$ cat config.mk
export PLATFORM = sky130hd
export DESIGN_NAME = arith_sequencer_flat
export DESIGN_NICKNAME = d
export VERILOG_FILES = /design/src/rtl/arith_sequencer_if.sv /design/src/rtl/arith_sequencer.sv /design/src/flat_wrapper.sv
export SDC_FILE = /design/constraint.sdc
export NUM_CORES = 1
export LEC_CHECK = 0
export ABC_CLOCK_PERIOD_IN_PS = 1950
export BUFFER_PORTS_ARGS = -buffer_cell sky130_fd_sc_hd__buf_2
export CORE_MARGIN = 4
export CORE_UTILIZATION = 46
export DETAILED_ROUTE_END_ITERATION = 8
export PLACE_DENSITY = 0.78
export SYNTH_ARGS = -nofsm -noshare
export SYNTH_HDL_FRONTEND = slang
export SYNTH_SLANG_ARGS = --single-unit
$ cat constraint.sdc
create_clock -name clk -period 1.95 [get_ports clk]
set_input_delay 0.39 -clock clk [delete_from_list [all_inputs] [get_ports clk]]
set_output_delay 0.39 -clock clk [all_outputs]
set_load 0.02 [all_outputs]
$ cat src/rtl/arith_sequencer_if.sv
// Bundle between the arith_sequencer and its switch/datapath environment.
// op_count exists only when ARITH_SEQ_OPCOUNT_EN is defined.
interface arith_sequencer_if;
    logic       start;
    logic [3:0] x_in;
    logic [3:0] y_in;
    logic [1:0] op_in;
    logic [7:0] result_in;
    logic       addsub_ovf_in;
    logic [1:0] multdiv_ovf_in;

    logic [3:0] x_out;
    logic [3:0] y_out;
    logic [3:0] ynot_out;
    logic [7:0] z_out;
    logic [1:0] op_out;
    logic       busy;
    logic       done;
    logic [7:0] result;
    logic       addsub_ovf;
    logic [1:0] multdiv_ovf;
    logic [1:0] dbg_state;
`ifdef ARITH_SEQ_OPCOUNT_EN
    logic [7:0] op_count;
`endif

    // Handshake: start is a request level; it is sampled only while busy is
    // low, and done pulses for exactly the one cycle that result is first valid.
    modport slave (
        input  start, x_in, y_in, op_in, result_in, addsub_ovf_in, multdiv_ovf_in,
        output x_out, y_out, ynot_out, z_out, op_out, busy, done,
               result, addsub_ovf, multdiv_ovf, dbg_state
`ifdef ARITH_SEQ_OPCOUNT_EN
        , output op_count
`endif
    );

    modport master (
        output start, x_in, y_in, op_in, result_in, addsub_ovf_in, multdiv_ovf_in,
        input  x_out, y_out, ynot_out, z_out, op_out, busy, done,
               result, addsub_ovf, multdiv_ovf, dbg_state
`ifdef ARITH_SEQ_OPCOUNT_EN
        , input op_count
`endif
    );
endinterface

$ cat src/rtl/arith_sequencer.sv
// Latches operands for an external arithmetic datapath, waits SETTLE_CYCLES, then
// captures its result. Optional saturating op counter under ARITH_SEQ_OPCOUNT_EN.
module arith_sequencer #(
    parameter int unsigned SETTLE_CYCLES = 2
) (
    input logic               clk,
    input logic               reset,
    arith_sequencer_if.slave  bus
);
    typedef enum logic [1:0] {
        IDLE    = 2'd0,
        LOAD    = 2'd1,
        SETTLE  = 2'd2,
        CAPTURE = 2'd3
    } state_t;

    state_t     state_q, state_d;
    logic [3:0] cnt_q, cnt_d;
    logic [3:0] x_q, x_d;
    logic [3:0] y_q, y_d;
    logic [3:0] ynot_q, ynot_d;
    logic [7:0] z_q, z_d;
    logic [1:0] op_q, op_d;
    logic [7:0] result_q, result_d;
    logic       aovf_q, aovf_d;
    logic [1:0] movf_q, movf_d;

    always_ff @(posedge clk) begin
        if (reset) begin
            state_q  <= IDLE;
            cnt_q    <= 4'd0;
            x_q      <= 4'd0;
            y_q      <= 4'd0;
            ynot_q   <= 4'd0;
            z_q      <= 8'h00;
            op_q     <= 2'd0;
            result_q <= 8'h00;
            aovf_q   <= 1'b0;
            movf_q   <= 2'b00;
        end else begin
            state_q  <= state_d;
            cnt_q    <= cnt_d;
            x_q      <= x_d;
            y_q      <= y_d;
            ynot_q   <= ynot_d;
            z_q      <= z_d;
            op_q     <= op_d;
            result_q <= result_d;
            aovf_q   <= aovf_d;
            movf_q   <= movf_d;
        end
    end

    always_comb begin
        state_d  = state_q;
        cnt_d    = cnt_q;
        x_d      = x_q;
        y_d      = y_q;
        ynot_d   = ynot_q;
        z_d      = z_q;
        op_d     = op_q;
        result_d = result_q;
        aovf_d   = aovf_q;
        movf_d   = movf_q;
        case (state_q)
            IDLE: begin
                if (bus.start) state_d = LOAD;
            end
            LOAD: begin
                x_d     = bus.x_in;
                y_d     = bus.y_in;
                ynot_d  = 4'(4'd0 - bus.y_in);
                z_d     = {bus.x_in, bus.y_in};
                op_d    = bus.op_in;
                cnt_d   = 4'(SETTLE_CYCLES - 1);
                state_d = SETTLE;
            end
            SETTLE: begin
                // Result is registered on the edge into CAPTURE so it is valid while done is high.
                if (cnt_q == 4'd0) begin
                    result_d = bus.result_in;
                    aovf_d   = bus.addsub_ovf_in;
                    movf_d   = bus.multdiv_ovf_in;
                    state_d  = CAPTURE;
                end else begin
                    cnt_d = cnt_q - 4'd1;
                end
            end
            CAPTURE: begin
                state_d = IDLE;
            end
            default: state_d = IDLE;
        endcase
    end

    assign bus.x_out       = x_q;
    assign bus.y_out       = y_q;
    assign bus.ynot_out    = ynot_q;
    assign bus.z_out       = z_q;
    assign bus.op_out      = op_q;
    assign bus.result      = result_q;
    assign bus.addsub_ovf  = aovf_q;
    assign bus.multdiv_ovf = movf_q;
    assign bus.busy        = (state_q != IDLE);
    assign bus.done        = (state_q == CAPTURE);
    assign bus.dbg_state   = state_q;

`ifdef ARITH_SEQ_OPCOUNT_EN
    logic [7:0] opcnt_q, opcnt_d;

    always_comb begin
        opcnt_d = opcnt_q;
        if (state_q == CAPTURE && opcnt_q != 8'hFF) opcnt_d = opcnt_q + 8'd1;
    end

    always_ff @(posedge clk) begin
        if (reset) opcnt_q <= 8'h00;
        else       opcnt_q <= opcnt_d;
    end

    assign bus.op_count = opcnt_q;
`endif
endmodule

$ cat src/flat_wrapper.sv
// flat-port wrapper written by rule: the top's interface ports become plain ports
module arith_sequencer_flat 
#(
    parameter int unsigned SETTLE_CYCLES = 2
)
  (clk, reset, bus_start, bus_x_in, bus_y_in, bus_op_in, bus_result_in, bus_addsub_ovf_in, bus_multdiv_ovf_in, bus_x_out, bus_y_out, bus_ynot_out, bus_z_out, bus_op_out, bus_busy, bus_done, bus_result, bus_addsub_ovf, bus_multdiv_ovf, bus_dbg_state);
  arith_sequencer_if bus_i ();
  input logic clk;
  input logic reset;
  input wire logic [$bits(bus_i.start)-1:0] bus_start;
  input wire logic [$bits(bus_i.x_in)-1:0] bus_x_in;
  input wire logic [$bits(bus_i.y_in)-1:0] bus_y_in;
  input wire logic [$bits(bus_i.op_in)-1:0] bus_op_in;
  input wire logic [$bits(bus_i.result_in)-1:0] bus_result_in;
  input wire logic [$bits(bus_i.addsub_ovf_in)-1:0] bus_addsub_ovf_in;
  input wire logic [$bits(bus_i.multdiv_ovf_in)-1:0] bus_multdiv_ovf_in;
  output wire logic [$bits(bus_i.x_out)-1:0] bus_x_out;
  output wire logic [$bits(bus_i.y_out)-1:0] bus_y_out;
  output wire logic [$bits(bus_i.ynot_out)-1:0] bus_ynot_out;
  output wire logic [$bits(bus_i.z_out)-1:0] bus_z_out;
  output wire logic [$bits(bus_i.op_out)-1:0] bus_op_out;
  output wire logic [$bits(bus_i.busy)-1:0] bus_busy;
  output wire logic [$bits(bus_i.done)-1:0] bus_done;
  output wire logic [$bits(bus_i.result)-1:0] bus_result;
  output wire logic [$bits(bus_i.addsub_ovf)-1:0] bus_addsub_ovf;
  output wire logic [$bits(bus_i.multdiv_ovf)-1:0] bus_multdiv_ovf;
  output wire logic [$bits(bus_i.dbg_state)-1:0] bus_dbg_state;
  assign bus_i.start = bus_start;
  assign bus_i.x_in = bus_x_in;
  assign bus_i.y_in = bus_y_in;
  assign bus_i.op_in = bus_op_in;
  assign bus_i.result_in = bus_result_in;
  assign bus_i.addsub_ovf_in = bus_addsub_ovf_in;
  assign bus_i.multdiv_ovf_in = bus_multdiv_ovf_in;
  assign bus_x_out = bus_i.x_out;
  assign bus_y_out = bus_i.y_out;
  assign bus_ynot_out = bus_i.ynot_out;
  assign bus_z_out = bus_i.z_out;
  assign bus_op_out = bus_i.op_out;
  assign bus_busy = bus_i.busy;
  assign bus_done = bus_i.done;
  assign bus_result = bus_i.result;
  assign bus_addsub_ovf = bus_i.addsub_ovf;
  assign bus_multdiv_ovf = bus_i.multdiv_ovf;
  assign bus_dbg_state = bus_i.dbg_state;
  arith_sequencer #(.SETTLE_CYCLES(SETTLE_CYCLES)) u_core (.clk(clk), .reset(reset), .bus(bus_i));
endmodule
After elaboration in Yosys (flattened, before gate mapping). Index checks and enable logic that the tools add are counted.

Reduce and logical (&&, ||, !) cells: 7. Add/subtract/negate cells: 2. Equal/unequal tests: 6. Multiplexer cells: 5.

Operators by type and width (count): $pmux 2 s4 (1); $pmux 4 s2 (1); $reduce_and 2->1 (3); $eq 2x2->1 const B (2); $logic_not 4->1 (1); $mux 2 (2); $mux 4 (1); $ne 2x2->1 const B (2); $reduce_bool 2->1 (2); $sub 1x4->4 const A (1); $sub 4x1->4 const B (1); $eq 2x1->1 const B (1); $logic_not 2->1 (1); $ne 2x1->1 const B (1).

Flip-flop bits (word level): 39. Input port bits: 24. Output and inout bits: 37. Logic and storage cells: 30.

Logic depth before layout (Yosys ltp).
Depth after elaboration: 3. Depth in mapped cells: 7. Gate-level depth less buffers: 5.

Least setup slack after synthesis. Ideal clock, no wire load.

Path kind: register to register. Start: register u_core.state_q[0], in the netlist u_core.bus.dbg_state[0]. End: register u_core.aovf_q, in the netlist u_core.bus.addsub_ovf. Data required time: 1.818 ns. Stages on the path, launching flop included: 8. Data arrival time: 1.442 ns. Setup slack: 0.375 ns. Period minus slack after synthesis: 1.575 ns. Setup time: 0.132 ns. Buffers on the path: 2. Cell sequence: dfxtp_1 -> inv_1 -> ha_1 -> buf_4 -> and4bb_1 -> buf_4 -> nand2_1 -> a21oi_1.

Word-level cells in the longest chain between the ends: 2.

Ends and longest elaborated chain: start, declared (RTL line arith_sequencer.sv:17) `state_t state_q, state_d;`; start signal, assigned (RTL line arith_sequencer.sv:41) `state_q <= state_d;`; $eq 2x2->1 (RTL line arith_sequencer.sv:65) `case (state_q)`; $reduce_and 2->1 (no line); end signal, assigned (RTL line arith_sequencer.sv:49) `aovf_q <= aovf_d;`; end, declared (RTL line arith_sequencer.sv:25) `logic aovf_q, aovf_d;`.

Every way passes these cells. A chain may end at the register's enable or synchronous reset.

Final worst setup path.
Start: register u_core.state_q[1], in the netlist u_core.bus.dbg_state[1]. End: output bus_busy.

Word-level cells in the longest chain between the ends: 1.

Ends and longest elaborated chain: $reduce_bool 2->1 (RTL line arith_sequencer.sv:104) `assign bus.busy = (state_q != IDLE);`; end, declared (RTL line flat_wrapper.sv:22) `output wire logic [$bits(bus_i.busy)-1:0] bus_busy;`.

Every way passes these cells.

==> results.yml <==
floorplanning:
  rows: 19
  die_width_um: 62.75
  dieArea_sq_um: 3938
  core_area_sq_um: 2805
  initial_core_util: 0.4915
  die_h_um: 62.75
  ios: 61
route:
  wl_um: 2813
  num_vias: 1186
  via_per_inst: 4.942
  wire_per_inst_um: 11.72
  ant_nets: 0
  drtPass1Iterations: 4
  drt_iter0_drc: 32
  drc_errors: 0
power_and_ir_drop:
  ir_drop_mv: 0.8892
  p_leak_nw: 0.8474
  clkPwrFrac: 0.191
  pwr-share-comb: 0.453
  p_seq_frac: 0.355
  p_int_mw: 1.417
  pwr_density_cell_nw_per_um2: 1385
  switching_share: 0.4007
  p_sw_mw: 0.9473
worst_setup_path:
  path_cells: "inv_1 > ha_1 > inv_1 > buf_2"
  cp_top_family: "flip-flops"
  slowest_stage: "dfxtp_1"
  cpPeakStageDelay_ns: 0.42
  crit_required_ns: 1.56
  cpMostUsedCell: "inv_1"
  crit_buf_inv: 3
  critPathKind: "flop to primary output"
  cp_max_fo: 5
  end_kind: "primary output"
  arrival_ns: 1.25
  startpoint_type: "flop"
global_routing:
  first_global_vias: 1136
  gr-total-overflow: 0
  met3_usage: 0.06115
  busiest_layer: "met2"
  track_usage: 0.1513
  grt_antenna_before_repair: 0
  met1_usage: 0.1696
  grt_pass1_wl_um: 4850
  grt_max_degree: 18
  use_met2: 0.2557
flow_run:
  cap_violations: 0
clocking:
  cts-root-buf: "clkbuf_4"
  cts_hold_buffers: 0
  path_clk_slew_ns: 0.09
  post_cts_resized: 0
  clk_latency_ns: 0.33
  clockBufferDepth: 2
  cts_tree: "built"
  cts_max_level: 2
  postCtsSetupBuffers: 0
  cts_sinks: 30
  cts_buffers: 5
logic_synthesis:
  ys_ff_latch: 30
  syn-num-nets: 187
  syn_avg_cell_area_sq_um: 8.896
  syn-instance-count: 155
  synthTopCellsByArea: "dfxtp_1, mux2i_1, ha_1"
  synth_common_cells: "dfxtp_1, nand2_1, a21oi_1"
  async_flop_share: 0
  yosys.cell_types.count: 29
  yosysTopAreaCell: "dfxtp_1"
  synth_top_area_share: 0.4356
  yosys.cell_count.top_type: "dfxtp_1"
  synth_area_sq_um: 1379
  ys_warn_count: 0
  synth-edff-count: 0
  ys_seq_area_frac: 0.4356
  synth_top_flop_cell: "dfxtp_1"
timing:
  fin_setup_tns_ns: 0
  fin_ws_ns: 0.3128
  period_share: 0.8396
  final-hold-violation-count: 0
  worst_pin_slew_ns: 0.4468
  maxSlewHeadroom: 0.7004
  fmax_ghz: 0.6108
  min_period_ns: 1.637
  clock_skew_ns: 0.005626
  rsz0062_at_grt: "no"
  setup_viol: 0
  slew_violations: 0
worst_hold_path:
  hold_class: "input port to flop"
placement:
  gp_congestion: 0.7786
  place_area_sq_um: 1628
  port_buffers: 60
  hpwl_um: 2156
  dp_slack_ns: 0.3419
run_status:
  outcome: "completed"
layout:
  nets: 240
  fillers: 266
  antennaDiodeCount: 0
  fin_util: 0.6084
  postLayoutCellArea_sq_um: 1707
  area_delta_synth_final_pct: 23.78
  layout-drive-gt1-share: 0.3493
## cell type report
cell class	count	area [sq um]	share of cell area
well taps	31	38.79	0.02273
clock buffers	8	78.83	0.04619
flip-flops and latches	30	600.6	0.3519
inverters	11	41.29	0.02419
repair buffers	63	322.8	0.1891
multi-input cells	97	624.3	0.3658
## flip-flops by register name, summed over array words and instances (netlist names)
register                count
u_core.bus.ynot_out         3
u_core.bus.result           8
u_core.cnt_q                4
u_core.bus.multdiv_ovf      2
u_core.bus.op_out           2
u_core.bus.z_out            8
u_core.bus.dbg_state        2
u_core.bus.addsub_ovf       1
## metal layers
metal  up-vias  wire [um]
li1        613          -
met1       530       1199
met2        37       1350
met3         6        217
met4         0         46
met5         -          0
## placed cells by master (no fill, tap or decap), types with 5 or more instances in the layout
cell type	count
dfxtp_1	30
buf_2	60
mux2i_1	13
nor2_1	14
a21oi_1	15
inv_1	11
clkbuf_4	5
nand2_1	25
ha_1	8
## stage by stage
step / total power, mW / hold slack [ns] / cells
after floorplan: 1.704 / 0.4667 / 155
after global placement: 1.922 / 0.4420 / 232
after global routing: 2.550 / 0.2853 / 240
after CTS: 2.398 / 0.2781 / 240
final: 2.364 / 0.2851 / 240
after detailed placement: 1.941 / 0.4448 / 232
## worst paths after layout
path / from / endpoint / slack, ns / depth (start not counted)
hold reg to reg: u_core.bus.multdiv_ovf[0]$_SDFFE_PP0P_ / u_core.bus.multdiv_ovf[0]$_SDFFE_PP0P_ / 0.46 / 2
setup reg to reg: u_core.bus.dbg_state[0]$_SDFFE_PP0P_ / u_core.bus.result[2]$_SDFFE_PP0P_ / 0.34 / 5
setup / recovery: u_core.bus.dbg_state[1]$_SDFFE_PP0P_ / bus_busy / 0.31 / 4
hold / removal: bus_result_in[6] / u_core.bus.result[6]$_SDFFE_PP0P_ / 0.29 / 3
## cells by family after synthesis
group,synth area share
and+or+nand+nor,0.1733
xor gates and xnor gates,0.006353
buffers and inverters,0.1116
AOI/OAI and AO/OA,0.1062
muxes,0.09437
adders and majority gates,0.07260
DFF,0.4356
## power by group through the flow
| stage | Sequential, mW | Combinational [mW] | Clock (mW) |
|---|---|---|---|
| after detailed placement | 0.856 | 1.09 | 0 |
| after global routing | 0.867 | 1.18 | 0.498 |
| final | 0.840 | 1.07 | 0.452 |
| after floorplan | 0.997 | 0.706 | 0 |
| after CTS | 0.842 | 1.09 | 0.469 |
| after global placement | 0.849 | 1.07 | 0 |
## tightest hold or removal path, cell delays in order
cell and delay [ns]:
buf_2 0.10, nand2_1 0.04, a21oi_1 0.05
(Power assumes the default switching activity.)
